`config.mk`:
```
export PLATFORM = sky130hd
export DESIGN_NAME = dds_cfg_ctrl
export DESIGN_NICKNAME = d
export VERILOG_FILES = /design/src/rtl/dds_cfg_ctrl.sv
export SDC_FILE = /design/constraint.sdc
export NUM_CORES = 1
export LEC_CHECK = 0
export CAP_MARGIN = 10
export CORE_MARGIN = 10
export CORE_UTILIZATION = 33
export DETAILED_ROUTE_END_ITERATION = 10
export GPL_ROUTABILITY_DRIVEN = 0
export PLACE_DENSITY = 0.58
export SYNTH_ARGS = -nofsm -noshare
export SYNTH_HDL_FRONTEND = slang
export SYNTH_SLANG_ARGS = --single-unit
```
`constraint.sdc`:
```
create_clock -name clk -period 2.74 [get_ports clk]
set_input_delay 0.548 -clock clk [delete_from_list [all_inputs] [get_ports clk]]
set_output_delay 0.548 -clock clk [all_outputs]
set_load 0.02 [all_outputs]
```
`src/rtl/dds_cfg_ctrl.sv`:
```
// dds_cfg_ctrl: start-triggered sequencer that waits for a fresh FFT
// separation result, range-checks both frequency codes and loads the
// dual-channel DDS wave, frequency and phase selects.
// Optional feature macro: PHASE_TRIM_EN enables the channel 2 phase trim
// (phase_up / phase_down) while the regenerated outputs are running.
module dds_cfg_ctrl #(
    parameter int TIMEOUT_CYCLES = 100_000_000,
    parameter int FREQ_MIN       = 4,
    parameter int FREQ_MAX       = 20
) (
    input  logic       clk,
    input  logic       rst,
    input  logic       start,
    input  logic       wave_vaild,
    input  logic [7:0] waveA_freq,
    input  logic       waveA_sin,
    input  logic [7:0] waveB_freq,
    input  logic       waveB_sin,
    input  logic       phase_up,
    input  logic       phase_down,
    output logic       wave_select1,
    output logic       wave_select2,
    output logic [7:0] freq_select1,
    output logic [7:0] freq_select2,
    output logic [5:0] phase_select1,
    output logic [5:0] phase_select2,
    output logic       busy,
    output logic       cfg_done,
    output logic       err
);

    // A timeout of one cycle would give $clog2 = 0; keep at least one bit.
    localparam int CNT_W = (TIMEOUT_CYCLES > 1) ? $clog2(TIMEOUT_CYCLES) : 1;
    localparam logic [CNT_W-1:0] CNT_LAST = CNT_W'(TIMEOUT_CYCLES - 1);

    typedef enum logic [2:0] {
        IDLE,
        WAIT_VALID,
        CHECK,
        RUN,
        ERROR
    } state_t;

    state_t           state;
    logic             armed;
    logic [CNT_W-1:0] tmo_cnt;

    // Separation result captured on the accepted valid, checked in CHECK.
    logic [7:0] a_freq_p1;
    logic [7:0] b_freq_p1;
    logic       a_sin_p1;
    logic       b_sin_p1;

    function automatic logic freq_ok(input logic [7:0] code);
        return (code >= 8'(FREQ_MIN)) && (code <= 8'(FREQ_MAX));
    endfunction

`ifndef PHASE_TRIM_EN
    // Trim inputs have no function in this build.
    logic unused_phase_in;
    assign unused_phase_in = phase_up | phase_down;
`endif

    // Sequencer FSM with all outputs registered; start overrides every state.
    always_ff @(posedge clk or posedge rst) begin
        if (rst) begin
            state         <= IDLE;
            armed         <= 1'b0;
            tmo_cnt       <= '0;
            a_freq_p1     <= '0;
            b_freq_p1     <= '0;
            a_sin_p1      <= 1'b0;
            b_sin_p1      <= 1'b0;
            wave_select1  <= 1'b0;
            wave_select2  <= 1'b0;
            freq_select1  <= '0;
            freq_select2  <= '0;
            phase_select1 <= '0;
            phase_select2 <= '0;
            busy          <= 1'b0;
            cfg_done      <= 1'b0;
            err           <= 1'b0;
        end else begin
            cfg_done <= 1'b0;
            if (start) begin
                // (Re)start: a phase pulse in the same cycle is dropped.
                state   <= WAIT_VALID;
                busy    <= 1'b1;
                err     <= 1'b0;
                armed   <= 1'b0;
                tmo_cnt <= '0;
            end else begin
                case (state)
                    IDLE: begin
                    end
                    WAIT_VALID: begin
                        if (armed && wave_vaild) begin
                            a_freq_p1 <= waveA_freq;
                            a_sin_p1  <= waveA_sin;
                            b_freq_p1 <= waveB_freq;
                            b_sin_p1  <= waveB_sin;
                            tmo_cnt   <= '0;
                            state     <= CHECK;
                        end else if (tmo_cnt == CNT_LAST) begin
                            tmo_cnt <= '0;
                            busy    <= 1'b0;
                            err     <= 1'b1;
                            state   <= ERROR;
                        end else begin
                            tmo_cnt <= tmo_cnt + 1'b1;
                        end
                        // A low sample proves the next high is a fresh result.
                        if (!wave_vaild) begin
                            armed <= 1'b1;
                        end
                    end
                    CHECK: begin
                        busy <= 1'b0;
                        if (freq_ok(a_freq_p1) && freq_ok(b_freq_p1)) begin
                            wave_select1  <= a_sin_p1;
                            wave_select2  <= b_sin_p1;
                            freq_select1  <= a_freq_p1;
                            freq_select2  <= b_freq_p1;
                            phase_select1 <= '0;
                            phase_select2 <= '0;
                            cfg_done      <= 1'b1;
                            state         <= RUN;
                        end else begin
                            err   <= 1'b1;
                            state <= ERROR;
                        end
                    end
                    RUN: begin
`ifdef PHASE_TRIM_EN
                        // 6-bit wrap gives modulo-64 stepping in both directions.
                        if (phase_up && !phase_down) begin
                            phase_select2 <= phase_select2 + 6'd1;
                        end else if (phase_down && !phase_up) begin
                            phase_select2 <= phase_select2 - 6'd1;
                        end
`endif
                    end
                    ERROR: begin
                    end
                    default: begin
                        busy  <= 1'b0;
                        state <= IDLE;
                    end
                endcase
            end
        end
    end

endmodule

```
==> results.tsv, run 1 <==
stage	metric	value	unit
outcome	outcome	finished, final reports clean	
sta	slew_headroom	0.579	
power_and_ir_drop	ir_drop	448	µV
cells_and_area	finalNetCount	361	
detailed_routing	drc_errors	0	
power_and_ir_drop	power_density	607	nW/µm²
floorplanning	dieArea	14300	µm²
detailed_routing	wire_per_inst	14.2	µm
hold_path	min_path_type	reg -> reg	
sta	fin_skew	0.00948	ns
setup_path	rrSetupSlack	0.57	ns
synthesis	synth-edff-count	0	
cells_and_area	n_antenna_cell	0	
clock_tree	postCtsSetupBuffers	0	
grt	grt_start_max_net_pins	71	
power_and_ir_drop	p_seq_frac	0.500	
floorplanning	start_util	0.337	
setup_path	path_max_fanout	19	
setup_path	cp_data_arrival_time	2.43	ns
grt	grt_overflow	0	
synthesis	synth_cell_types	48	
setup_path	path_class	in -> reg	
sta	timing.fmax	454	MHz
power_and_ir_drop	intPower	0.00184	W
floorplanning	rows	36	
clock_tree	cts_htree_levels	3	
clock_tree	cts_tree	built	
power_and_ir_drop	p_comb_frac	0.120	
clock_tree	cts_inserted_buffers	9	
sta	fin_crit	2.20	ns
setup_path	endpoint_kind	flop	
cells_and_area	syn_to_final_growth	23.7	%
floorplanning	io_pins	57	
detailed_routing	antenna_left	0	
grt	antenna_found_initial	0	
clock_tree	cts_buffer_depth	2	
sta	hold_viol	0	
sta	tightest_slew	0.630	ns
floorplanning	fp.dieH	120	µm
clock_tree	cts_resized	0	
floorplanning	core	9730	µm²
detailed_routing	firstDrtPassIters	4	
setup_path	cp-start-kind	primary input	
sta	setup_violations	0	
detailed_routing	vias_per_cell	4.71	
sta	fin_crit_sh	0.805	
clock_tree	clock_latency	0.34	ns
synthesis	syn_inst	286	
synthesis	synth_seq_cells	70	
cells_and_area	layout_commonest_cell	dfrtp_1	
grt	grt_usage	0.0960	
cells_and_area	post-route-util	0.416	
placed_design	io_buffers	42	
grt	grt_pass1_wl	11.5	mm
clock_tree	root_buffer	clkbuf_8	
cells_and_area	regArea	1750	µm²
flow_run	cap_viol_max_count	0	
cells_and_area	multi_input_area	1410	µm²
placed_design	dp_hpwl	4.62	mm
synthesis	synth_top_area_cell	dfrtp_1	
power_and_ir_drop	clockPowerShare	0.379	
cells_and_area	nFillCells	983	
synthesis	yosysTopAreaCellShare	0.535	
grt	grt_pass1_vias	2386	
sta	rsz0062_at_grt	no	
clock_tree	numClockSinks	70	
synthesis	synth_area_leaders	dfrtp_1, mux2_2, nor2_1	
synthesis	netlist_area	3270	µm²
cells_and_area	mostFrequentLayoutCells	dfrtp_1, clkdlybuf4s50_1, nor2_1, mux2_2, xor2_1	
floorplanning	die_x	120	µm
detailed_routing	drt_iter0_drc	89	
power_and_ir_drop	p_sw	0.000618	W
cells_and_area	drive_gt1_frac	0.174	
clock_tree	cts.reportedPaths.clkPinSlew	0.08	ns
power_and_ir_drop	p_total	0.00246	W
setup_path	cp.required	2.96	ns
power_and_ir_drop	p_leak	1.74	nW
power_and_ir_drop	swShare	0.252	
synthesis	synthFlopType	dfrtp_1	
synthesis	ys_async_sr_fraction	1.00	
synthesis	avgSynthCellArea	11.4	µm²
detailed_routing	via_count	2226	
sta	slew_viol_final	0	
synthesis	ys_seq_area_frac	0.535	
clock_tree	postCtsHoldBufs	0	
sta	tns	0	ns
synthesis	ys_warn_count	0	
detailed_routing	drt_wl_total	6.70	mm
==> per-stage QoR <==
step,area (µm²),cells,setup slack (ns),hold WS [ns]
3_3_place_gp,3830,458,0.154,0.469
5_1_grt,4050,473,0.328,0.514
4_1_cts,4050,473,0.509,0.491
2_1_floorplan,3320,297,0.424,0.474
6_report,4050,473,0.535,0.484
3_5_place_dp,3830,458,0.152,0.470
==> critical path, stage by stage <==
cell and delay (ns):
clkdlybuf4s50_1 0.61, nor2_1 0.25, nand4_2 0.54, mux2_2 0.48
==> logic make-up (layout without fill, tap and decap cells) <==
| kind of cell | count (synthesis) | after routing | synth area share |
|---|---|---|---|
| buffers and inverters | 26 | 69 | 0.0470 |
| XOR/XNOR | 24 | 24 | 0.0642 |
| AND/OR/NAND/NOR | 108 | 108 | 0.181 |
| flip-flops | 70 | 70 | 0.535 |
| adder cells (fa/ha/maj) | 1 | 1 | 0.00382 |
| multiplexers | 31 | 31 | 0.110 |
| AO/OA/AOI/OAI | 25 | 25 | 0.0581 |
| other | 1 | 12 | 0.00115 |
==> metal layers <==
layer  vias up  GRT usage  part of all wire
met3         9     0.0342             0.064
met1      1084      0.120              0.48
met2        52      0.146              0.44
met5         -          0                 0
met4         0     0.0430             0.016
li1       1081          -                 -
==> synthesized netlist by cell type, drive strengths merged, types with 2 or more instances <==
cell type / number
a21oi: 3
and2: 8
and3: 4
and4: 4
buf: 16
clkbuf: 4
dfrtp: 70
inv: 6
mux2: 30
nand2: 12
nand2b: 2
nand3: 14
nand4: 8
nor2: 36
nor3: 7
nor4: 5
nor4b: 2
o2111ai: 2
o211ai: 3
o21a: 4
o21ai: 4
o31ai: 2
xnor2: 10
xor2: 14
==> state kept, by name, summed over array words and instances, names as in the netlist <==
| signal | cells |
|---|---|
| tmo_cnt | 27 |
| a_freq_p1 | 8 |
| b_freq_p1 | 8 |
| freq_select1 | 8 |
| freq_select2 | 8 |
| state | 3 |
| a_sin_p1 | 1 |
| armed | 1 |
| b_sin_p1 | 1 |
| busy | 1 |
| cfg_done | 1 |
| err | 1 |
| wave_select1 | 1 |
| wave_select2 | 1 |
==> path summary, 6_finish.rpt <==
check                                       startpoint                           to  depth (start not counted)
setup / recovery                                 start     b_freq_p1[3]$_DFFE_PP0P_                          4
hold / removal             freq_select2[5]$_DFFE_PP0P_  freq_select2[5]$_DFFE_PP0P_                          1
max in group asynchronous                          rst              err$_DFFE_PP0P_                          3
hold reg to reg            freq_select2[5]$_DFFE_PP0P_  freq_select2[5]$_DFFE_PP0P_                          1
min in group asynchronous                          rst       tmo_cnt[8]$_DFFE_PP0P_                          3
setup reg to reg                tmo_cnt[0]$_DFFE_PP0P_      tmo_cnt[18]$_DFFE_PP0P_                          8
==> cell type report <==
class | instances | area share
inverter | 6 | 0.00556
multi-input combinational | 201 | 0.348
timing repair buffer | 48 | 0.118
clock buffer | 10 | 0.0340
sequential | 70 | 0.432
clock inverter | 5 | 0.0207
tap | 133 | 0.0411
==> power by group through the flow <==
stage | logic [W] | registers [W] | clock network, W
after global placement | 0.000295 | 0.00125 | 0
after CTS | 0.000301 | 0.00123 | 0.000957
final | 0.000296 | 0.00123 | 0.000933
after global routing | 0.000328 | 0.00125 | 0.000999
after detailed placement | 0.000301 | 0.00125 | 0
after floorplan | 0.000229 | 0.00123 | 0
Power figures use the tool's default switching activity.
==> run 2: changes to the inputs <==
Clock period 2.74 ns to 2.1 ns, I/O delays scaled along.
==> run 2 against run 1 <==
Against the previous run:
- die area unchanged
- via count is 2.5% higher
- wire length grew 0.72%
- clock-buffer cell count is the same
- worst setup slack got worse by 0.39 ns
- combinational power grew 37%
- sequential cell count unchanged
- register-to-register slack worse by 0.43 ns
- critical path depth up 2
- first-iteration DRC count fell by 18%
- critical endpoint is now freq_select2[2]$_DFFE_PP0P_
- largest cell class unchanged
==> results.tsv, run 2 (same netlist as run 1, synthesis figures left out) <==
stage	metric	value	unit	change
sta	fin_crit	1.96	ns	
clock_tree	numClockSinks	70		unchanged
setup_path	crit_slowest_cell	or4_4		
sta	tns	0	ns	unchanged
clock_tree	clock_latency	0.35	ns	about the same
cells_and_area	syn_to_final_growth	25.8	%	
setup_path	rrSetupSlack	0.14	ns	-0.43 ns
sta	setup_violations	0		unchanged
outcome	outcome	finished, final reports clean		
detailed_routing	via_count	2281		+2.5%
cells_and_area	final_cells	482		+1.9%
cells_and_area	mostFrequentLayoutCells	dfrtp_1, clkdlybuf4s50_1, nor2_1, mux2_2, xor2_1		
clock_tree	postCtsHoldBufs	0		unchanged
hold_path	min_path_type	reg -> reg		
placed_design	dp.cells	465		+1.5%
clock_tree	cts_buffer_depth	2		unchanged
detailed_routing	firstDrtPassIters	4		unchanged
sta	rsz0062_at_grt	no		
sta	slew_viol_final	0		unchanged
power_and_ir_drop	power_density	732	nW/µm²	+21%
detailed_routing	drt_wl_total	6.74	mm	+0.72%
cells_and_area	finalNetCount	369		+2.2%
power_and_ir_drop	p_leak	1.77	nW	+2.0%
detailed_routing	antenna_left	0		unchanged
detailed_routing	drt_iter0_drc	73		-18%
flow_run	cap_viol_max_count	0		unchanged
floorplanning	io_pins	57		unchanged
cells_and_area	post-route-util	0.423		+0.00707
cells_and_area	top_register	tmo_cnt		
cells_and_area	nFillCells	986		+0.31%
floorplanning	dieArea	14300	µm²	unchanged
setup_path	path_max_fanout	19		unchanged
setup_path	cp.required	2.33	ns	-0.63 ns
sta	hold_slack	0.485	ns	+0.000997 ns
floorplanning	start_util	0.337		unchanged
grt	grt_start_max_net_pins	71		unchanged
cells_and_area	largest_register_ffs	27		unchanged
detailed_routing	drc_errors	0		unchanged
sta	fin_skew	0.00838	ns	-0.00110 ns
grt	grt_usage	0.0965		+0.000460
setup_path	crit_path_max_incr_delay	0.54	ns	-0.07 ns
clock_tree	root_buffer	clkbuf_8		
sta	hold_viol	0		unchanged
floorplanning	core	9730	µm²	unchanged
placed_design	dp_hpwl	4.80	mm	+3.8%
sta	fin_crit_sh	0.932		
clock_tree	cts_tree	built		
grt	antenna_found_initial	0		unchanged
detailed_routing	vias_per_cell	4.73		+0.56%
setup_path	path_class	reg -> reg		
cells_and_area	layout_commonest_cell	dfrtp_1		
cells_and_area	n_antenna_cell	0		unchanged
placed_design	io_buffers	42		unchanged
setup_path	cp_data_arrival_time	2.19	ns	-0.24 ns
floorplanning	die_x	120	µm	unchanged
floorplanning	rows	36		unchanged
floorplanning	fp.dieH	120	µm	unchanged
clock_tree	cts_htree_levels	3		unchanged
grt	grt_overflow	0		unchanged
cells_and_area	drive_gt1_frac	0.198		+0.0242
clock_tree	cts_inserted_buffers	9		unchanged
power_and_ir_drop	ir_drop	398	µV	-11%
setup_path	crit_chain	or4_4, nor3_2, and4_4, nand3_4, buf_12, mux2_4		
grt	grt_pass1_vias	2276		-4.6%
clock_tree	cts.reportedPaths.clkPinSlew	0.08	ns	about the same
sta	timing.fmax	511	MHz	
detailed_routing	wire_per_inst	14.0	µm	-1.2%
setup_path	endpoint_kind	flop		
setup_path	cp-start-kind	flop		
grt	grt_pass1_wl	11.4	mm	-0.17%
==> run 2: changes by cell type in the layout (fill, tap and decap cells not counted) <==
cell,before,now
nor4b_2,0,1
clkinv_4,1,0
inv_2,1,0
buf_4,5,10
clkinvlp_4,2,4
clkinv_2,0,1
buf_12,1,4
inv_6,0,2
nor4b_1,2,1
bufinv_16,2,0
==> run 2: per-stage QoR <==
stage / area, µm² / total power [W] / worst slack [ns]
finish: 4120 / 0.00302 / 0.142
CTS: 4090 / 0.00307 / 0.0510
global placement: 3910 / 0.00203 / 0.00215
detailed placement: 3910 / 0.00205 / 0.0179
global route: 4120 / 0.00317 / 0.0490
floorplan: 3320 / 0.00190 / 0.168
==> run 2: worst paths after layout <==
kind,start,endpoint,depth (start not counted)
setup / recovery,b_freq_p1[5]$_DFFE_PP0P_,freq_select2[2]$_DFFE_PP0P_,6
hold / removal,freq_select1[5]$_DFFE_PP0P_,freq_select1[5]$_DFFE_PP0P_,1
setup reg to reg,b_freq_p1[5]$_DFFE_PP0P_,freq_select2[2]$_DFFE_PP0P_,6
hold reg to reg,freq_select1[5]$_DFFE_PP0P_,freq_select1[5]$_DFFE_PP0P_,1
max in group asynchronous,rst,err$_DFFE_PP0P_,3
min in group asynchronous,rst,tmo_cnt[15]$_DFFE_PP0P_,3
==> run 2: what timing repair did <==
item / 4_1_cts / 5_1_grt
resized for setup: 0 / 1
setup buffers: 0 / 1
endpoints found under the setup margin: 0 / 32
==> run 2: layer usage <==
layer  GRT usage  wire (µm)  vias up
met5           0          0        -
met4      0.0445         82        0
met3      0.0342        424        9
met2       0.141       3010       55
met1       0.125       3230     1121
li1            -          -     1096
==> run 2: worst max-delay path, delay by kind of cell (launching register included) <==
family                 cells  cell delay, ns
multiplexers               1            0.29
buffers and inverters      1            0.17
AND/OR/NAND/NOR            4            0.99
flip-flops                 1            0.38
==> run 2: power breakdown <==
group          total [W]  internal [W]  switching, W
Clock            0.00101      0.000466      0.000541
Sequential       0.00160       0.00149      0.000109
Combinational   0.000406      0.000227      0.000179
Total            0.00302       0.00219      0.000829
==> run 2: cell type report <==
| type | count | area (µm²) | share of cell area |
|---|---|---|---|
| clock buffers | 10 | 138 | 0.0334 |
| clock inverters | 6 | 45.0 | 0.0109 |
| inverters | 6 | 26.3 | 0.00638 |
| multi-input cells | 201 | 1420 | 0.344 |
| flip-flops and latches | 70 | 1750 | 0.425 |
| well taps | 133 | 166 | 0.0404 |
| repair buffers | 56 | 576 | 0.140 |
